<file path="src/rtl/valid_skew_pkg.sv">
// ============================================================================
// Module      : valid_skew_pkg
// Description : Shared types and constants for the valid_skew_ctrl block.
// Revision    : 1.0 - initial release
// ============================================================================
`default_nettype none

package valid_skew_pkg;

    typedef enum logic [1:0] {
        IDLE  = 2'd0,
        ARMED = 2'd1,
        RUN   = 2'd2
    } state_t;

    localparam int VC_W = 3;

    localparam logic [VC_W-1:0] CODE_LOAD = 3'b001;
    localparam logic [VC_W-1:0] CODE_NONE = 3'b000;

endpackage

`default_nettype wire

</file>
<file path="src/rtl/valid_skew_cell.sv">
// ============================================================================
// Module      : valid_skew_cell
// Description : One MAC's registered valid_ctrl field for the diagonal wavefront.
// Revision    : 1.0 - initial release
// ============================================================================
`default_nettype none

module valid_skew_cell
    import valid_skew_pkg::*;
#(
    parameter int CNT_W = 4,
    parameter int LEN_W = 4
) (
    input  logic             clk,
    input  logic             rst,
    input  logic             run_i,
    input  logic [CNT_W-1:0] cnt_i,
    input  logic [CNT_W-1:0] offset_i,
    input  logic [LEN_W-1:0] len_i,
    input  logic [VC_W-1:0]  code_i,
    output logic [VC_W-1:0]  field_o
);

    localparam int XW = CNT_W + 1;

    logic [XW-1:0]   cnt_x;
    logic [XW-1:0]   lo;
    logic [XW-1:0]   hi;
    logic            active;
    logic [VC_W-1:0] field_d;
    logic [VC_W-1:0] field_q;

    // One extra bit so offset+len cannot overflow; hi is exclusive.
    assign cnt_x   = {1'b0, cnt_i};
    assign lo      = {1'b0, offset_i};
    assign hi      = lo + XW'(len_i);
    assign active  = run_i && (cnt_x >= lo) && (cnt_x < hi);
    assign field_d = active ? code_i : CODE_NONE;

    always_ff @(posedge clk or posedge rst) begin
        if (rst) begin
            field_q <= CODE_NONE;
        end else begin
            field_q <= field_d;
        end
    end

    assign field_o = field_q;

endmodule

`default_nettype wire

</file>
<file path="src/rtl/valid_skew_ctrl.sv">
// ============================================================================
// Module      : valid_skew_ctrl
// Description : Sequences a skewed valid_ctrl wavefront across a ROWSxCOLS MAC
//               array. Optional abort input when VALID_SKEW_ABORT_EN is defined.
// Revision    : 1.0 - initial release
// ============================================================================
`default_nettype none

module valid_skew_ctrl
    import valid_skew_pkg::*;
#(
    parameter int ROWS  = 2,
    parameter int COLS  = 2,
    parameter int N_MAX = 8
) (
    input  logic                         clk,
    input  logic                         rst,
`ifdef VALID_SKEW_ABORT_EN
    input  logic                         abort,
`endif
    input  logic                         start,
    input  logic                         load_ready,
    input  logic [$clog2(N_MAX+1)-1:0]   len,
    input  logic [2:0]                   code,
    output logic [3*ROWS*COLS-1:0]       valid_ctrl,
    output logic                         busy,
    output logic                         done
);

    localparam int LEN_W = $clog2(N_MAX + 1);
    localparam int CNT_W = $clog2(N_MAX + ROWS + COLS);

    localparam logic [LEN_W-1:0] LEN_SAT = LEN_W'(N_MAX);
    localparam logic [CNT_W-1:0] T_ADJ   = CNT_W'(ROWS + COLS - 3);

    state_t            state_q, state_d;
    logic [CNT_W-1:0]  cnt_q, cnt_d;
    logic [LEN_W-1:0]  len_q, len_d;
    logic [VC_W-1:0]   code_q, code_d;
    logic              done_q, done_d;

    logic              abort_req;
    logic [LEN_W-1:0]  len_in_sat;
    logic [CNT_W-1:0]  cnt_last;
    logic              run_en;

`ifdef VALID_SKEW_ABORT_EN
    assign abort_req = abort;
`else
    assign abort_req = 1'b0;
`endif

    assign len_in_sat = (len > LEN_SAT) ? LEN_SAT : len;
    // Last count of a pass is T-1 = len + ROWS + COLS - 3 (len is nonzero in RUN).
    assign cnt_last   = CNT_W'(len_q) + T_ADJ;
    assign run_en     = (state_q == RUN) && !abort_req;

    always_comb begin
        state_d = state_q;
        cnt_d   = cnt_q;
        len_d   = len_q;
        code_d  = code_q;
        done_d  = 1'b0;

        case (state_q)
            IDLE: begin
                if (start) begin
                    state_d = ARMED;
                    len_d   = len_in_sat;
                    code_d  = code;
                end
            end
            ARMED: begin
                if (load_ready) begin
                    cnt_d = '0;
                    if (len_q == '0) begin
                        state_d = IDLE;
                        done_d  = 1'b1;
                    end else begin
                        state_d = RUN;
                    end
                end
            end
            RUN: begin
                if (cnt_q == cnt_last) begin
                    state_d = IDLE;
                    cnt_d   = '0;
                    done_d  = 1'b1;
                end else begin
                    cnt_d = cnt_q + CNT_W'(1);
                end
            end
            default: begin
                state_d = IDLE;
                cnt_d   = '0;
            end
        endcase

        if (abort_req) begin
            state_d = IDLE;
            cnt_d   = '0;
            len_d   = len_q;
            code_d  = code_q;
            done_d  = 1'b0;
        end
    end

    always_ff @(posedge clk or posedge rst) begin
        if (rst) begin
            state_q <= IDLE;
            cnt_q   <= '0;
            len_q   <= '0;
            code_q  <= CODE_NONE;
            done_q  <= 1'b0;
        end else begin
            state_q <= state_d;
            cnt_q   <= cnt_d;
            len_q   <= len_d;
            code_q  <= code_d;
            done_q  <= done_d;
        end
    end

    assign busy = (state_q != IDLE);
    assign done = done_q;

    for (genvar r = 0; r < ROWS; r++) begin : g_row
        for (genvar c = 0; c < COLS; c++) begin : g_col
            localparam int IDX = r * COLS + c;

            valid_skew_cell #(
                .CNT_W (CNT_W),
                .LEN_W (LEN_W)
            ) u_cell (
                .clk      (clk),
                .rst      (rst),
                .run_i    (run_en),
                .cnt_i    (cnt_q),
                .offset_i (CNT_W'(r + c)),
                .len_i    (len_q),
                .code_i   (code_q),
                .field_o  (valid_ctrl[VC_W*IDX +: VC_W])
            );
        end
    end

endmodule

`default_nettype wire

</file>
<file path="config.mk">
export PLATFORM = sky130hd
export DESIGN_NAME = valid_skew_ctrl
export DESIGN_NICKNAME = d
export VERILOG_FILES = /design/src/rtl/valid_skew_pkg.sv /design/src/rtl/valid_skew_cell.sv /design/src/rtl/valid_skew_ctrl.sv
export SDC_FILE = /design/constraint.sdc
export NUM_CORES = 1
export LEC_CHECK = 0
export BUFFER_PORTS_ARGS = -buffer_cell sky130_fd_sc_hd__buf_2
export CORE_MARGIN = 10
export CORE_UTILIZATION = 40
export CTS_CLUSTER_SIZE = 20
export DETAILED_ROUTE_END_ITERATION = 10
export PLACE_DENSITY = 0.72
export SLEW_MARGIN = 40
export SYNTH_ARGS = -nofsm -noshare
export SYNTH_HDL_FRONTEND = slang
export SYNTH_SLANG_ARGS = --single-unit
export TNS_END_PERCENT = 20
</file>
<file path="constraint.sdc">
create_clock -name clk -period 1.9 [get_ports clk]
set_clock_uncertainty 0.2 [all_clocks]
set_input_delay 0.095 -clock clk [delete_from_list [all_inputs] [get_ports clk]]
set_output_delay 0.095 -clock clk [all_outputs]
set_load 0.01 [all_outputs]
</file>
# After elaboration in Yosys (flattened, before gate mapping)
# Cells that the tools add are included.
[classes]
addsub = 4
order_cmp = 7
eq_ne = 6
muxes = 16
bitwise = 1
n_reduce_logical = 12
[op_table]
columns = ["cell", "n"]
rows = [
  ["$mux 4", 3],
  ["$pmux 4 s3", 1],
  ["$lt 4x5->1", 2],
  ["$mux 3", 3],
  ["$add 4x1->4 const B", 2],
  ["$ge 4x1->1 const B", 2],
  ["$mux 2", 4],
  ["$logic_and 1x1->1", 6],
  ["$ne 2x2->1 const B", 3],
  ["$pmux 2 s3", 1],
  ["$add 1x4->5 const A", 1],
  ["$add 2x4->5 const A", 1],
  ["$eq 4x4->1", 1],
  ["$ge 4x2->1 const B", 1],
  ["$gt 4x4->1 const B", 1],
  ["$logic_not 4->1", 1],
  ["$lt 4x4->1", 1],
  ["$reduce_and 2->1", 2],
  ["$mux 1", 3],
  ["$reduce_and 3->1", 1],
  ["$eq 2x1->1 const B", 1],
  ["$eq 2x2->1 const B", 1],
  ["$logic_not 2->1", 1],
  ["$pmux 1 s2", 1],
  ["other kinds (2)", 2],
]
[word_totals]
regBits = 23
in_bits = 11
out_inout_bits = 14
elab_cells = 54

# Longest topological paths before layout
# Gate-level depths: netlist (run 1).
[logic_depth]
depth_word = 4
mapped_depth = 8
ltp_nobuf = 8

# By module
# From an unflattened synthesis (run 1), not the netlist that was laid out.
[hier_totals]
cells_unflattened = 259
hier_area_um2 = 2538.7
[modules_own_cells]
columns = ["mod", "instances", "cells_per_inst", "area_per_inst_um2"]
rows = [
  ["valid_skew_cell", 4, 41, 414.1],
  ["valid_skew_ctrl", 1, 95, 882.1],
]

# Worst setup path after synthesis (run 1)
# OpenSTA, ideal clock, no wires.
[synth_path]
path_type = "register -> register"
from = "register len_q[2]"
to = "register state_q[1]"
arrival_ns = 1.648
required_ns = 1.578
path_slack_ns = -0.069
stages_incl_launch_ff = 9
path_buffers = 0
cell_sequence = "dfrtp_1 -> ha_1 -> nand2_1 -> xnor2_1 -> ha_1 -> nand4_1 -> nand2_1 -> nand3_1 -> a32o_1"
[synth_via]
elab_chain_len = 4
elab_cells_between_ends = 8
cone_classes = "add/sub (1); eq/ne (2); mux (3); reduce/logical (2)"
[synth_rtl]
columns = ["item", "line_no", "text"]
rows = [
  ["start, declared", "valid_skew_ctrl.sv:38", "logic [LEN_W-1:0] len_q, len_d;"],
  ["start signal, assigned", "valid_skew_ctrl.sv:118", "len_q <= len_d;"],
  ["$add 4x1->4 / $logic_not 4->1 (equally long branches)", "valid_skew_ctrl.sv:55, valid_skew_ctrl.sv:76", ""],
  ["$eq 4x4->1 / $mux 2 (equally long branches)", "valid_skew_ctrl.sv:85, valid_skew_ctrl.sv:76", ""],
  ["$ne 2x2->1 (no line) / $mux 2 (equally long branches)", "n/a", ""],
  ["$reduce_and 3->1 (no line) / $pmux 2 s3 (equally long branches)", "n/a", ""],
  ["end signal, assigned", "valid_skew_ctrl.sv:116", "state_q <= state_d;"],
  ["end, declared", "valid_skew_ctrl.sv:36", "state_t state_q, state_d;"],
]
# Several ways; a longest one is shown, not always the timed one. The select of a mux whose other input is x is not followed.
# A chain may end at the register's enable or synchronous reset.

# Final worst setup path (run 1)
[layout_path]
from = "register len_q[0]"
to = "register state_q[1]"
# The elaborated chain is that of the path after synthesis.

==> results of run 1 <==
-- registers in the layout, summed over array words and instances (netlist names) --
signal / flops
cnt_q: 4
g_row.g_col.u_cell.field_o: 9
len_q: 4
done: 1
state_q: 2
code_q: 3
-- power by group --
| group | switching [mW] | total (mW) | leakage (nW) | internal [mW] |
|---|---|---|---|---|
| sequential | 0.127 | 0.735 | 0.305 | 0.608 |
| clock | 0.157 | 0.236 | 0.0177 | 0.0791 |
| combinational | 0.726 | 1.39 | 0.637 | 0.662 |
| total | 1.01 | 2.36 | 0.960 | 1.35 |
-- final timing paths --
path,startpoint,to,depth (start not counted)
max,len_q[0],state_q[1],9
min,rst,cnt_q[2],4
max reg2reg,len_q[0],state_q[1],9
min reg2reg,code_q[0],g_row[1].g_col[1].u_cell.field_o[0],1
max in group asynchronous,rst,len_q[1],4
min in group clk,code[2],code_q[2],3
-- cells by family after synthesis --
family / Yosys count
compound gates: 22
xor+xnor: 3
fa+ha+maj: 21
buf+inv: 19
flops: 23
mux: 5
simple gates: 39
-- worst max-delay path: cells and delay by family, from the launching register on --
kind | cells | cell delay [ps]
buffers and inverters | 2 | 240
and+or+nand+nor | 4 | 490
DFF | 1 | 460
adders and majority gates | 1 | 330
AOI/OAI and AO/OA | 1 | 200
xor gates and xnor gates | 1 | 130
-- per-layer routing --
metal / track usage / vias up / part of all wire
met3: 0.0456 / 16 / 0.086
met4: 0.0556 / 0 / 0.034
met5: 0 / - / 0
met1: 0.113 / 563 / 0.35
li1: - / 555 / -
met2: 0.191 / 46 / 0.53
-- metrics by stage --
step | setup TNS [ps] | util | setup WS, ps
after floorplan | -22.9 | - | -22.9
after global placement | -370 | 0.487 | -49.5
after detailed placement | -1170 | 0.487 | -145
after CTS | -799 | 0.567 | -92.2
after global routing | -3780 | 0.580 | -307
final | -2550 | 0.580 | -245
-- timing repair --
action,in CTS,in global routing
hold buffers,13,0
endpoints found under the setup margin,16,16
buffers inserted,2,1
gates resized for setup,22,7
hold endpoints to repair,33,0
pin swaps,16,5
-- area by class of cell --
class                   count  area (µm²)  share of cell area
well taps                  46        57.6              0.0300
clock buffers               3        22.5              0.0117
clock inverters             1        5.00             0.00261
flip-flops and latches     23         577               0.301
inverters                  15        58.8              0.0306
repair buffers             51         363               0.189
multi-input cells          90         836               0.435
-- layout by cell type (no fill, tap or decap), types with 2 or more instances in the layout --
cell type / instances
o22ai_1: 3
inv_1: 12
o2bb2ai_1: 2
inv_2: 2
nand3_2: 2
mux2_2: 4
buf_2: 24
nor2_1: 2
ha_4: 3
clkbuf_4: 3
nor4b_2: 3
a21oi_1: 2
o21ai_1: 2
xnor2_2: 2
ha_1: 17
and3_1: 4
nand2b_1: 7
and2_1: 2
buf_4: 12
dlygate4sd3_1: 13
nor3b_2: 3
dfrtp_1: 22
nand2_1: 9
buf_6: 2
o21a_2: 2
o21ai_0: 3
nand3_1: 2
==> impl_results.md, run 1 <==
- WP data required: 1930 ps
- Status: finished with violations
- Insertion delay of the later-clocked pin in the worst-skew pair: 320 ps
- Worst slew pin tran: 313 ps
- Synth Area in Compound Gates: 0.108
- Initial Util: 0.413
- DRT Pass-1 Iters: 4
- Clock buffer count from CTS: 3
- Number of DRC markers in iteration 0: 60
- Crit. End Element: flip-flop
- Die height: 78.5 µm
- Max-Cap Viols: 0
- Synth Warn #: 0
- RePlAce Congestion: about 0.86
- Post-synthesis xor/xnor area fraction: 0.0192
- Rel. slew slack: 0.791
- Number of enable flip-flop cells after synthesis: 0
- Crit-path slowest cell: dfrtp_1
- Htree depth: 1
- Hold WS: 132 ps
- CTS Sinks: 23
- Gr usage total: 0.111
- Leakage: between 0.9 and 1 nW
- Clock Pin Slew Worst Setup and Hold Paths: ~130 ps
- CP dominant cell by count: buf_6
- Via density: about 5.2
- Max rail drop VDD: 0.000884 V
- Final WS setup: -245 ps
- Largest family of logic cells by synthesized area: adder cells
- Final std cells w/o fill: 229
- Kind of critical path: reg -> reg
- Synth cell types: 30
- Worst setup SP type: flip-flop
- Die area: 6160 µm²
- Worst-path cell chain: buf_6 > buf_6 > nand2_4 > xnor2_2 > ha_1 > nand4_1 > nand2_2 > nand3_2 > a32o_1
- CTS tree: yes
- Final Cell Area: 1920 µm²
- Wire length per cell: 15.7 µm
- Proportion of layout cells with a drive suffix above 1: 0.393
- Initial antenna violation count: 0
- Final Net Count: 216
- Total gr overflow: 0
- Slew Viols, Final: 0
- Unrepaired setup endpoints after global routing: yes
- Adder-cell share of the synthesized area: 0.192
- Syn Nets: 164
- Violated checks: negative setup slack
- # DRC: 0
- Achievable Freq: 466 MHz
- Setup slack, reg-to-reg: -250 ps
- Via count: around 1.2k
- Vias in the first global route: 1207
- Critical path peak fanout: 7
- Synth Register Bits: 23
- Antenna diode count: 0
- Mapped cell area: 1370 µm²
- Core outline area: 3310 µm²
- Die W: 78.5 µm
- Max Root-Sink Buffers: 2
- Cells after Synth: 132
- Area leader, netlist: dfrtp_1
- Row cnt: 21
- P&R area growth vs syn: 40.2%
- Synth cell count leaders: dfrtp_1 (23), ha_1 (21), inv_1 (14)
- Synth Area per Inst: between 10 and 15 µm²
- Placed Area: 1610 µm²
- Routed Antenna Nets: 0
- IO Port Bufs: 24
- Hpwl dp: 2320 µm
- Pwr/cell area: 1230 nW/µm²
- Worst path arrival time: 2180 ps
- Yosys top cell area share: 0.420
- Root Driver: clkbuf_4
- Fin crit period: 2150 ps
- Sequential share of the synthesized area: 0.420
- Top-count cell post-synth: dfrtp_1
- Global-route wire length before repair: 5510 µm
- Largest net degree at the start of global routing: 24
- Final Power: 2.36 mW
- # IOs: 25
- Multiplexer area fraction after synthesis: 0.0402
- Fillers: 275
- # setup viols final: 16
- Hold Path Class: in -> async
- Routed wire length: 3600 µm
- Async set-or-reset flop fraction in the synthesized netlist: 1.00
- Crit share post-route: 1.13
- Synth Area in Simple Gates: 0.159
- Final-report hold violation count: 0
- Critical Path Max Stage Delay: 460 ps
- Largest cells by area after synthesis: dfrtp_1 (42%), ha_1 (19%), inv_1 (3.8%)
- Placed Cells: 209
- Dominant synthesized flop cell: dfrtp_1
(Power assumes the default switching activity.)
==> inputs of run 2 (changes only) <==
Settings changed: CORE_UTILIZATION 40 to 45, PLACE_DENSITY 0.72 to 0.78.
==> run 2 against run 1 <==
Net effect:
- the flow still finishes with violations (negative setup slack)
- register-to-register slack improved by 150 ps
- non-clock buffer count fell by 3
- global-route usage rose by 0.33 points
- via count fell by 8.1%
- clock-buffer cell count did not move
- wire length fell by 14%
- cell count fell by 7.9%
- largest power group unchanged
- highest routed layer unchanged
==> impl_results.md, run 2 (same netlist as run 1, synthesis figures left out) <==
- Status: finished with violations
- Violated checks: negative setup slack
- WP data required: 1950 ps (+20 ps)
- Routed wire length: 3100 µm (-14%)
- Crit share post-route: 1.05 (-0.0812)
- Leakage: 0.925 nW (-3.7%)
- Rel. slew slack: 0.763 (-0.0282)
- Htree depth: 1 (unchanged)
- CTS Sinks: 23 (unchanged)
- R2R Path Start: len_q[1]
- CTS tree: yes
- Initial Util: 0.484 (+0.0704)
- Worst path arrival time: 2040 ps (-140 ps)
- Fillers: 228 (-17%)
- Row cnt: 19 (-9.5%)
- Global-route wire length before repair: 5020 µm (-8.9%)
- Hpwl dp: 2260 µm (-2.6%)
- Via density: 5.14 (-0.21%)
- Die height: 75.2 µm (-4.3%)
- Via count: 1085 (-8.1%)
- Max rail drop VDD: 0.000719 V (-19%)
- Number of DRC markers in iteration 0: 24 (-60%)
- Final Net Count: 213 (-1.4%)
- Root Driver: clkbuf_4
- Gr usage total: 0.114 (+0.00332)
- Kind of critical path: reg -> reg
- Worst slew pin tran: 355 ps (+42.2 ps)
- # DRC: 0 (unchanged)
- DRT Pass-1 Iters: 4 (unchanged)
- Worst setup SP type: flip-flop
- Reg area: 577 µm² (unchanged)
- Final WS setup: -90.8 ps (+154 ps)
- Clock buffer count from CTS: 3 (unchanged)
- Final Cell Area: 1820 µm² (-5.2%)
- Final Power: 2.13 mW (-9.8%)
- Wire length per cell: 14.7 µm (-6.6%)
- Largest net degree at the start of global routing: 24 (unchanged)
- Initial antenna violation count: 0 (unchanged)
- Vias in the first global route: 1160 (-3.9%)
- Crit. End Element: flip-flop
- Commonest non-fill, non-tap cell in the layout: buf_2
- Total gr overflow: 0 (unchanged)
- Multi-input logic area: 787 µm² (-5.8%)
- Routed Antenna Nets: 0 (unchanged)
- Placed Area: 1580 µm² (-2.1%)
- Die W: 75.2 µm (-4.3%)
- Die area: 5650 µm² (-8.4%)
- Slew Viols, Final: 0 (unchanged)
- Insertion delay of the later-clocked pin in the worst-skew pair: 320 ps (about the same)
- Max Root-Sink Buffers: 2 (unchanged)
- Worst-path cell chain: ha_2 > xnor2_1 > ha_1 > a21oi_1 > o22ai_1 > o21a_2 > nor3b_2
- Fin crit period: 1990 ps (-154 ps)
- Proportion of layout cells with a drive suffix above 1: 0.339 (-0.0546)
- Flip-flop count of the largest register, all copies and words added: 9 (unchanged)
- Hold WS: 145 ps (+12.7 ps)
- Setup crit start: len_q[1]
- Hold Path Class: in -> async
- Critical path peak fanout: 5 (-2)
- P&R area growth vs syn: 32.9%
- # setup viols final: 14 (-2)
- Setup slack, reg-to-reg: -90 ps (+150 ps)
- Max-Cap Viols: 0 (unchanged)
- Final-report hold violation count: 0 (unchanged)
- Pwr/cell area: 1170 nW/µm² (-4.8%)
- Cells on worst reg2reg path: 7 (-2)
- Antenna diode count: 0 (unchanged)
- Setup TNS: -728 ps (+1820 ps)
- RePlAce Congestion: 0.788 (-8.1%)
- Critical Path Max Stage Delay: 460 ps (about the same)
- Unrepaired setup endpoints after global routing: yes
- IO Port Bufs: 24 (unchanged)
- Clock Pin Slew Worst Setup and Hold Paths: 130 ps (about the same)
- Crit-path slowest cell: dfrtp_2
- Pre-CTS setup slack: -135 ps (+9.96 ps)
- Core outline area: 2830 µm² (-15%)
- Achievable Freq: 502 MHz (+7.8%)
- # IOs: 25 (unchanged)
- Commonest non-fill, non-tap cells in the layout: buf_2 (24), dfrtp_1 (22), ha_1 (19)
- Reg-to-Reg End: g_row[1].g_col[0].u_cell.field_o[1]
[run 2: cell types whose count changed in the layout (fill, tap and decap cells not counted), moves of 2 or more]
| cell | previous run | this run |
|---|---|---|
| ha_4 | 3 | 0 |
| buf_6 | 2 | 0 |
| ha_1 | 17 | 19 |
| inv_1 | 12 | 14 |
| xnor2_1 | 1 | 3 |
| xnor2_2 | 2 | 0 |
[run 2: how the worst max path moves through the flow]
stage	slack, ps	depth (start not counted)	to
2_1_floorplan	-20	8	state_q[1]
3_3_place_gp	-50	7	g_row[1].g_col[0].u_cell.field_o[2]
3_5_place_dp	-130	8	g_row[1].g_col[0].u_cell.field_o[1]
4_1_cts	-100	8	state_q[1]
5_1_grt	-200	8	g_row[1].g_col[0].u_cell.field_o[2]
6_report	-90	7	g_row[1].g_col[0].u_cell.field_o[1]
[run 2: critical path, delay by kind of cell, from the launching register on]
family                   cells  cell delay (ps)
flip-flops                   1              460
AO/OA/AOI/OAI                3              490
adder cells (fa/ha/maj)      2              500
XOR/XNOR                     1              120
AND/OR/NAND/NOR              1              160
[run 2: final cells by class]
type,instances,share of cell area
clock inverter,1,0.00275
sequential,23,0.317
timing repair buffer,48,0.183
multi-input combinational,90,0.433
tap,31,0.0213
clock buffer,3,0.0124
inverter,15,0.0309
[run 2: through the flow]
step,util,std cells
4_1_cts,0.634,210
2_1_floorplan,-,132
3_3_place_gp,0.558,192
6_report,0.643,211
3_5_place_dp,0.558,192
5_1_grt,0.643,211
[run 2: where the power goes]
group / internal, mW / total, mW / leakage [nW] / switching, mW
combinational: 0.570 / 1.18 / 0.602 / 0.611
sequential: 0.609 / 0.715 / 0.305 / 0.107
clock: 0.0790 / 0.231 / 0.0177 / 0.152
total: 1.26 / 2.13 / 0.925 / 0.870
[run 2: timing repair]
action / 4_1_cts / 5_1_grt
hold buffers: 13 / 0
pin swaps: 11 / 0
hold endpoints to repair: 32 / 0
buffers inserted: 1 / 1
setup endpoints to repair: 13 / 16
resized for setup: 11 / 6
[run 2: layer usage]
layer  wire (µm)  vias to the layer above  share of wire  GRT usage
met3         167                        3          0.054     0.0315
met5           0                        -              0          0
met4          31                        0          0.010     0.0515
li1            -                      546              -          -
met1        1340                      510           0.43      0.123
met2        1550                       26           0.50      0.203
